File: config.mk
export PLATFORM = sky130hd
export DESIGN_NAME = duty_ramp_controller
export DESIGN_NICKNAME = d
export VERILOG_FILES = /design/src/rtl/duty_ramp_controller.sv
export SDC_FILE = /design/constraint.sdc
export NUM_CORES = 1
export LEC_CHECK = 0
export ABC_AREA = 1
export CAP_MARGIN = 20
export CORE_MARGIN = 4
export CORE_UTILIZATION = 55
export CTS_BUF_LIST = sky130_fd_sc_hd__clkbuf_4 sky130_fd_sc_hd__clkbuf_8
export DETAILED_ROUTE_END_ITERATION = 16
export PLACE_DENSITY = 0.87
export REMOVE_ABC_BUFFERS = 1
export SYNTH_ARGS = -nofsm -noshare
export SYNTH_HDL_FRONTEND = slang
export SYNTH_SLANG_ARGS = --single-unit
export TNS_END_PERCENT = 100
File: constraint.sdc
create_clock -name clk -period 6.8 [get_ports clk]
set_clock_uncertainty 0.1 [all_clocks]
set_input_delay 1.36 -clock clk [delete_from_list [all_inputs] [get_ports clk]]
set_output_delay 1.36 -clock clk [all_outputs]
set_load 0.02 [all_outputs]
File: src/rtl/duty_ramp_controller.sv
// Slews the PS-PWM duty toward target at presc/step rate; d1/d2 latch only at the carrier valley.
// Latency: at most (presc+1)*CARRIER_PERIOD clocks per step. No backpressure: free-running carrier.
module duty_ramp_controller #(
  parameter int DW             = 6,
  parameter int CARRIER_PERIOD = 126,
  parameter int PRESC_W        = 8
) (
  input  logic               clk,
  input  logic               RST,
  input  logic               en,
  input  logic [DW-1:0]      target,
  input  logic [2:0]         step,
  input  logic [PRESC_W-1:0] presc,
  input  logic [2:0]         bal_off,
  output logic [DW-1:0]      d1,
  output logic [DW-1:0]      d2,
  output logic               upd_strobe,
  output logic               at_target,
  output logic               busy
);

  localparam int CW = $clog2(CARRIER_PERIOD);
  localparam logic [CW-1:0] CAR_LAST = CW'(CARRIER_PERIOD - 1);
  localparam logic signed [DW+1:0] DUTY_MAX = (DW+2)'((1 << DW) - 1);

  typedef enum logic [1:0] {
    IDLE      = 2'd0,
    RAMP_UP   = 2'd1,
    RAMP_DOWN = 2'd2,
    LOCKED    = 2'd3
  } state_t;

  state_t               state_q, state_d;
  logic [CW-1:0]        car_cnt_q, car_cnt_d;
  logic [PRESC_W-1:0]   presc_cnt_q, presc_cnt_d;
  logic [DW-1:0]        duty_q, duty_d;
  logic [DW-1:0]        d1_q, d1_d;
  logic [DW-1:0]        d2_q, d2_d;
  logic                 upd_strobe_q, upd_strobe_d;

  logic                 boundary;
  logic                 tick;
  logic signed [DW:0]   diff;
  logic signed [DW:0]   mag;
  logic signed [DW:0]   step_s;
  logic signed [DW:0]   inc;
  logic signed [DW+1:0] bal_ext;
  logic signed [DW+1:0] d2_sum;
  logic [DW-1:0]        d2_clamped;

  assign boundary = (car_cnt_q == CAR_LAST);

  // Carrier phase counter and ramp prescaler
  always_comb begin
    car_cnt_d   = boundary ? '0 : car_cnt_q + 1'b1;
    presc_cnt_d = presc_cnt_q;
    tick        = 1'b0;
    if (!en) begin
      presc_cnt_d = '0;
    end else if (boundary) begin
      if (presc_cnt_q == presc) begin
        presc_cnt_d = '0;
        tick        = 1'b1;
      end else begin
        presc_cnt_d = presc_cnt_q + 1'b1;
      end
    end
  end

  // Step limited to the remaining distance so the ramp never overshoots
  always_comb begin
    diff   = signed'({1'b0, target}) - signed'({1'b0, duty_q});
    mag    = (diff < 0) ? -diff : diff;
    step_s = signed'({{(DW-2){1'b0}}, step});
    inc    = (mag < step_s) ? mag : step_s;
    duty_d = duty_q;
    if (tick) begin
      if (diff > 0) begin
        duty_d = duty_q + inc[DW-1:0];
      end else if (diff < 0) begin
        duty_d = duty_q - inc[DW-1:0];
      end
    end
    upd_strobe_d = tick && (duty_d != duty_q);
  end

  always_comb begin
    bal_ext    = {{(DW-1){bal_off[2]}}, bal_off};
    d2_sum     = signed'({2'b00, duty_d}) + bal_ext;
    d2_clamped = d2_sum[DW-1:0];
    if (d2_sum < 0) begin
      d2_clamped = '0;
    end else if (d2_sum > DUTY_MAX) begin
      d2_clamped = DUTY_MAX[DW-1:0];
    end
    d1_d = d1_q;
    d2_d = d2_q;
    if (en && boundary) begin
      d1_d = duty_d;
      d2_d = d2_clamped;
    end
  end

  // Direction is re-derived from the post-step duty at every valley
  always_comb begin
    state_d = state_q;
    if (!en) begin
      state_d = IDLE;
    end else if (boundary) begin
      if (target > duty_d) begin
        state_d = RAMP_UP;
      end else if (target < duty_d) begin
        state_d = RAMP_DOWN;
      end else begin
        state_d = LOCKED;
      end
    end
  end

  always_ff @(posedge clk or posedge RST) begin
    if (RST) begin
      state_q      <= IDLE;
      car_cnt_q    <= '0;
      presc_cnt_q  <= '0;
      duty_q       <= '0;
      d1_q         <= '0;
      d2_q         <= '0;
      upd_strobe_q <= 1'b0;
    end else begin
      state_q      <= state_d;
      car_cnt_q    <= car_cnt_d;
      presc_cnt_q  <= presc_cnt_d;
      duty_q       <= duty_d;
      d1_q         <= d1_d;
      d2_q         <= d2_d;
      upd_strobe_q <= upd_strobe_d;
    end
  end

  assign d1         = d1_q;
  assign d2         = d2_q;
  assign upd_strobe = upd_strobe_q;
  assign at_target  = (d1_q == target);
  assign busy       = (state_q == RAMP_UP) || (state_q == RAMP_DOWN);

endmodule

# After elaboration in Yosys (flattened, before gate mapping)
# Cells that the tools add are included.
# W data, S select, Z words.
dict set report totals {
  elab_cells 49
  output_inout_bits 15
  reg_bits 36
  input_bits 23
}
dict set report classes {
  add_sub_neg 7
  reduce_logical 3
  n_lt_le_gt_ge 7
  mux 18
  n_eq_ne 7
}
# op count
set ops {}
lappend ops {{$mux W6} 6}
lappend ops {{$mux W8} 3}
lappend ops {{$mux W7} 2}
lappend ops {{$add A7 B3 Y8} 1}
lappend ops {{$add A8 B1 Y8 const B} 1}
lappend ops {{$eq A8 B8 Y1} 1}
lappend ops {{$gt A8 B7 Y1 const B} 1}
lappend ops {{$lt A8 B1 Y1 const B} 1}
lappend ops {{$add A7 B1 Y7 const B} 1}
lappend ops {{$eq A7 B7 Y1 const B} 1}
lappend ops {{$gt A7 B1 Y1 const B} 1}
lappend ops {{$lt A7 B1 Y1 const B} 1}
lappend ops {{$lt A7 B4 Y1} 1}
lappend ops {{$neg A7 Y7} 1}
lappend ops {{$sub A6 B6 Y7} 1}
lappend ops {{$add A6 B6 Y6} 1}
lappend ops {{$eq A6 B6 Y1} 1}
lappend ops {{$gt A6 B6 Y1} 1}
lappend ops {{$lt A6 B6 Y1} 1}
lappend ops {{$mux W2} 3}
lappend ops {{$ne A6 B6 Y1} 1}
lappend ops {{$sub A6 B6 Y6} 1}
lappend ops {{$mux W1} 4}
lappend ops {{$eq A2 B1 Y1 const B} 1}
lappend ops {{other kinds (4)} 5}

# Logic depth before layout (Yosys ltp)
dict set report logic_depth {
  depth_word 14
  depth_mapped 40
  mapped_depth_nobuf 39
}

# Worst setup path before layout
# OpenSTA, ideal clock, no wires.
dict set report synth_timing {
  path_type {input -> register}
  start {in target[0]}
  end {reg d2_q[1] (netlist: d2[1])}
  t_arrival_ns 6.508
  path_slack_ns 0.071
  required_ns 6.579
  n_path_buf 0
  cell_stages 36
  setup_time_ns 0.121
  path_cell_list {inv_1 > ha_1 > inv_1 > fa_1 > nand3_1 > nand2_1 > nand2_1 > nand2_4 > inv_2 > nand2_1 > o21ai_0 > ha_1 > a21o_1 > a21oi_1 > nand2_1 > o31ai_4 > nor2_1 > a21oi_1 > ha_1 > fa_1 > nand3b_1 > nand2_1 > nor2_4 > a21oi_1 > inv_1 > ha_1 > a21oi_1 > o21bai_1 > nand2_1 > nand2_1 > a21oi_1 > o21ai_0 > xnor2_1 > nand2_1 > inv_1 > a22o_1}
}
dict set report synth_between {
  elab_chain_len 13
  word_cells_on_any_way 17
  classes_between {add/sub: 5; order compare: 5; mux: 7}
}
# item line_no
set synth_rtl {}
lappend synth_rtl {{start: declaration} 11} ;# input logic [DW-1:0] target,
lappend synth_rtl {{$sub A6 B6 Y7 *} 72} ;# diff = signed'({1'b0, target}) - signed'({1'b0, duty_q});
lappend synth_rtl {{$neg A7 Y7 or $lt A7 B1 Y1 (tied branches)} {73, 80}}
lappend synth_rtl {{$mux W7} 73} ;# mag = (diff < 0) ? -diff : diff;
lappend synth_rtl {{$lt A7 B4 Y1} 75} ;# inc = (mag < step_s) ? mag : step_s;
lappend synth_rtl {{$mux W6} 75}
lappend synth_rtl {{$sub A6 B6 Y6} 81} ;# duty_d = duty_q - inc[DW-1:0];
lappend synth_rtl {{$mux W6} 80} ;# end else if (diff < 0) begin
lappend synth_rtl {{$mux W6 *} 78} ;# if (diff > 0) begin
lappend synth_rtl {{$mux W6 *} 77} ;# if (tick) begin
lappend synth_rtl {{named net duty_d[1]} 36} ;# logic [DW-1:0] duty_q, duty_d;
lappend synth_rtl {{$add A7 B3 Y8 *} 89} ;# d2_sum = signed'({2'b00, duty_d}) + bal_ext;
lappend synth_rtl {{$gt A8 B7 Y1} 93} ;# end else if (d2_sum > DUTY_MAX) begin
lappend synth_rtl {{$mux W6} 93}
lappend synth_rtl {{$mux W6 *} 91} ;# if (d2_sum < 0) begin
lappend synth_rtl {{end signal: assignment} 127} ;# d2_q <= '0;
lappend synth_rtl {{end signal: assignment} 135} ;# d2_q <= d2_d;
lappend synth_rtl {{end: declaration} 38} ;# logic [DW-1:0] d2_q, d2_d;
# The timed path passes the listed nets; every way through them passes the cells marked *.
# A chain may end at the register's enable or synchronous reset.

# Worst setup path after layout
dict set report layout_timing {
  start {in target[4]}
  end {reg state_q[1]}
}
dict set report layout_between {
  elab_chain_len 13
  word_cells_on_any_way 16
  classes_between {add/sub: 4; order compare: 4; mux: 8}
}
# item line_no
set layout_rtl {}
lappend layout_rtl {{$sub A6 B6 Y7 *} 72}
lappend layout_rtl {{$neg A7 Y7 or $lt A7 B1 Y1 (tied branches)} {73, 80}}
lappend layout_rtl {{$mux W7} 73}
lappend layout_rtl {{$lt A7 B4 Y1} 75}
lappend layout_rtl {{$mux W6} 75}
lappend layout_rtl {{$sub A6 B6 Y6} 81}
lappend layout_rtl {{$mux W6} 80}
lappend layout_rtl {{$mux W6 *} 78}
lappend layout_rtl {{$mux W6 *} 77}
lappend layout_rtl {{named net duty_d[5]} 36}
lappend layout_rtl {{$gt A6 B6 Y1 *} 110} ;# if (target > duty_d) begin
lappend layout_rtl {{$mux W2 *} 110}
lappend layout_rtl {{$mux W2 *} 109} ;# end else if (boundary) begin
lappend layout_rtl {{$mux W2 *} 107} ;# if (!en) begin
lappend layout_rtl {{end signal: assignment} 130} ;# state_q <= state_d;
lappend layout_rtl {{end: declaration} 33} ;# state_t state_q, state_d;
# The timed path passes the listed nets; every way through them passes the cells marked *. The select of a mux whose other input is x is not followed.

==> out/results.ini <==
[grt]
track_usage = 0.263
grt_max_degree = 37
overflow = 0
grt_pass1_wl_um = 15700
grt_pass1_vias = 3660
antenna_found_initial = 0

[min_path]
hp-class = register to register
holdPathEnd = d2[5]
hp-start = d2[5]
min_path_cells = 2

[clock_network]
clockBufferDepth = 2
numCtsBuffers = 5
cts_tree = done
cts_sinks = 36
ctsHtreeMaxLevel = 2
clk_latency_ns = 0.31
clkTransAtPathRegs_ns = 0.08
root_buffer = clkbuf_8

[setup_path]
regToRegSetupSlack_ns = 0.69
end_kind = register
r2r_start = duty_q[1]
critical_path_class = input port to register
cp_max_fo = 4
crit_path_frequent_cell = nand2_1
slowest_delay_ns = 0.49
path_delay_family = compound AO/OA/AOI/OAI gates
crit_buf_inv = 8
cp.required_ns = 6.89
reg2regPathDepth = 35
arrival_ns = 6.82
critPathLaunchType = input port
critPathSlowestCell = clkdlybuf4s50_1
rr_endpoint = state_q[1]

[layout]
areaGrowthSynthToFinish_pct = 35.4
n_fill_cell = 386
finalNonFillerCells = 648
insertedDiodeCount = 0
final_core_utilization = 0.772
drive_gt1_frac = 0.246
nNetsFinal = 635
multi_input_area_mm2 = 0.00236
final-seq-area_um2 = 901

[synth]
ys_warn_count = 0
synth_top_flop_cell = dfrtp_1
synth-edff-count = 0
synthTopCellsByCount = 111 x nand2_1, 71 x inv_1, 38 x nand3_1
syn_area_mm2 = 0.00339
yosysTopAreaCell = dfrtp_1
synth_most_common_cell = nand2_1
yosys.area.top_type_share = 0.265
seq_area_frac_synth = 0.265
synth.area.top_cells = dfrtp_1 27%, ha_1 13%, nand2_1 12%
async_flop_share = 1.00
syn_avg_cell_area_um2 = 7.16
ys_ff_latch = 36
synth_cells = 474
yosysUniqueCellTypes = 41

[run]
max-cap-violations = 0

[drt]
ant_nets = 0
dr.pass1.iters = 5
vias = 3711
drcViolationCount = 0
wire_per_inst_um = 16.0
drtIter0Drc = 266
routed_via_density = 5.73
routed_wl_um = 10400

[die]
start_util = 0.570
die_h_um = 86.6
die_x_um = 86.6
coreArea_mm2 = 0.00596
pin_count = 38
fp-row-count = 28
die_area_mm2 = 0.00749

[pwr]
pwr-share-comb = 0.295
clkPwrFrac = 0.337
p_leak_nw = 2.37
p_per_area_mw_per_mm2 = 126
p_int_uw = 401
p_switching_uw = 180
pwr-share-seq = 0.368
ir_drop_v = 0.0000935
power.total_uw = 581
switching_share = 0.309

[sta]
max_freq_mhz = 149
final_hold_viol_count = 0
maxSlewViolCount = 0
fin_crit_ns = 6.73
setup_ws_ns = 0.0678
fin_crit_sh = 0.990
whs_ns = 0.403
setup_viol = 0

[placement]
gp_congestion = 0.930
port_buffers = 37
post-place-ws_ns = -0.623
dp.cells = 632
place.detailed.hpwl_um = 6920

[outcome]
status = finished clean

-- tightest hold or removal path, cell delays in order (launching register included) --
cell and delay, ns:
dfrtp_1 0.35, nand2_1 0.05, o21ai_1 0.06
-- what timing repair did --
action,in CTS,in global routing
buffers inserted,4,4
gates resized for setup,17,39
pin swaps,3,17
setup endpoints to repair,8,8
hold buffers,0,0
-- flip-flops by register name (all words and copies together) (netlist names) --
name / cells
d1: 6
duty_q: 6
state_q: 2
car_cnt_q: 7
upd_strobe: 1
d2: 6
presc_cnt_q: 8
-- cell families after synthesis --
kind of cell / synth area share
other: 0.00221
buffers and inverters: 0.0962
AO/OA/AOI/OAI: 0.127
flip-flops: 0.265
XOR/XNOR: 0.0490
AND/OR/NAND/NOR: 0.304
adder cells (fa/ha/maj): 0.156
-- worst max-delay path by stage --
stage	end	from	cells after the start
3_5_place_dp	d2[3]	target[0]	39
5_1_grt	state_q[1]	target[0]	38
2_1_floorplan	d2[1]	target[0]	36
4_1_cts	d2[1]	target[0]	38
3_3_place_gp	d2[1]	target[0]	35
6_report	state_q[1]	target[4]	37
-- cell type report --
type                    instances  area share
multi-input cells             354       0.514
flip-flops and latches         36       0.196
repair buffers                 93       0.176
inverters                      82      0.0694
well taps                      75      0.0204
clock inverters                 3     0.00925
clock buffers                   5      0.0150
-- placed cells by master, fill, tap and decap left out, types with 4 or more instances in the layout --
cell type,synthesis,final
or2_2,7,7
inv_1,71,67
xnor2_1,5,4
a21oi_1,25,15
nand3_1,38,37
buf_4,0,55
a21oi_2,1,11
ha_1,36,28
clkdlybuf4s50_1,0,32
nor2_1,31,27
o22ai_1,5,5
clkbuf_8,0,5
o21ai_2,1,4
nand4_1,10,10
o21ai_0,22,16
nand3_2,3,4
inv_2,8,12
o21ai_1,9,12
ha_4,0,7
nand2_2,3,9
dlymetal6s2s_1,0,5
nor2_2,1,5
nand2_1,111,105
xor2_1,14,14
dfrtp_1,36,36
-- power by group through the flow --
stage | clock (mW) | sequential [mW] | combinational, mW
2_1_floorplan | 0 | 0.218 | 0.0789
3_3_place_gp | 0 | 0.218 | 0.128
3_5_place_dp | 0 | 0.218 | 0.133
4_1_cts | 0.196 | 0.214 | 0.145
5_1_grt | 0.208 | 0.214 | 0.187
6_report | 0.196 | 0.214 | 0.171
-- per-stage QoR --
step / TNS (ns) / area, µm²
after floorplan: 0 / 3390
after global placement: -2.06 / 4210
after detailed placement: -4.40 / 4210
after CTS: 0 / 4410
after global routing: -1.32 / 4600
final: 0 / 4600
-- per-layer routing --
layer	track usage	part of all wire	up-vias
li1	-	-	1740
met1	0.296	0.39	1758
met2	0.479	0.52	170
met3	0.0447	0.052	43
met4	0.122	0.041	0
met5	0	0	-
No activity file was read; power rests on OpenSTA's default activity.
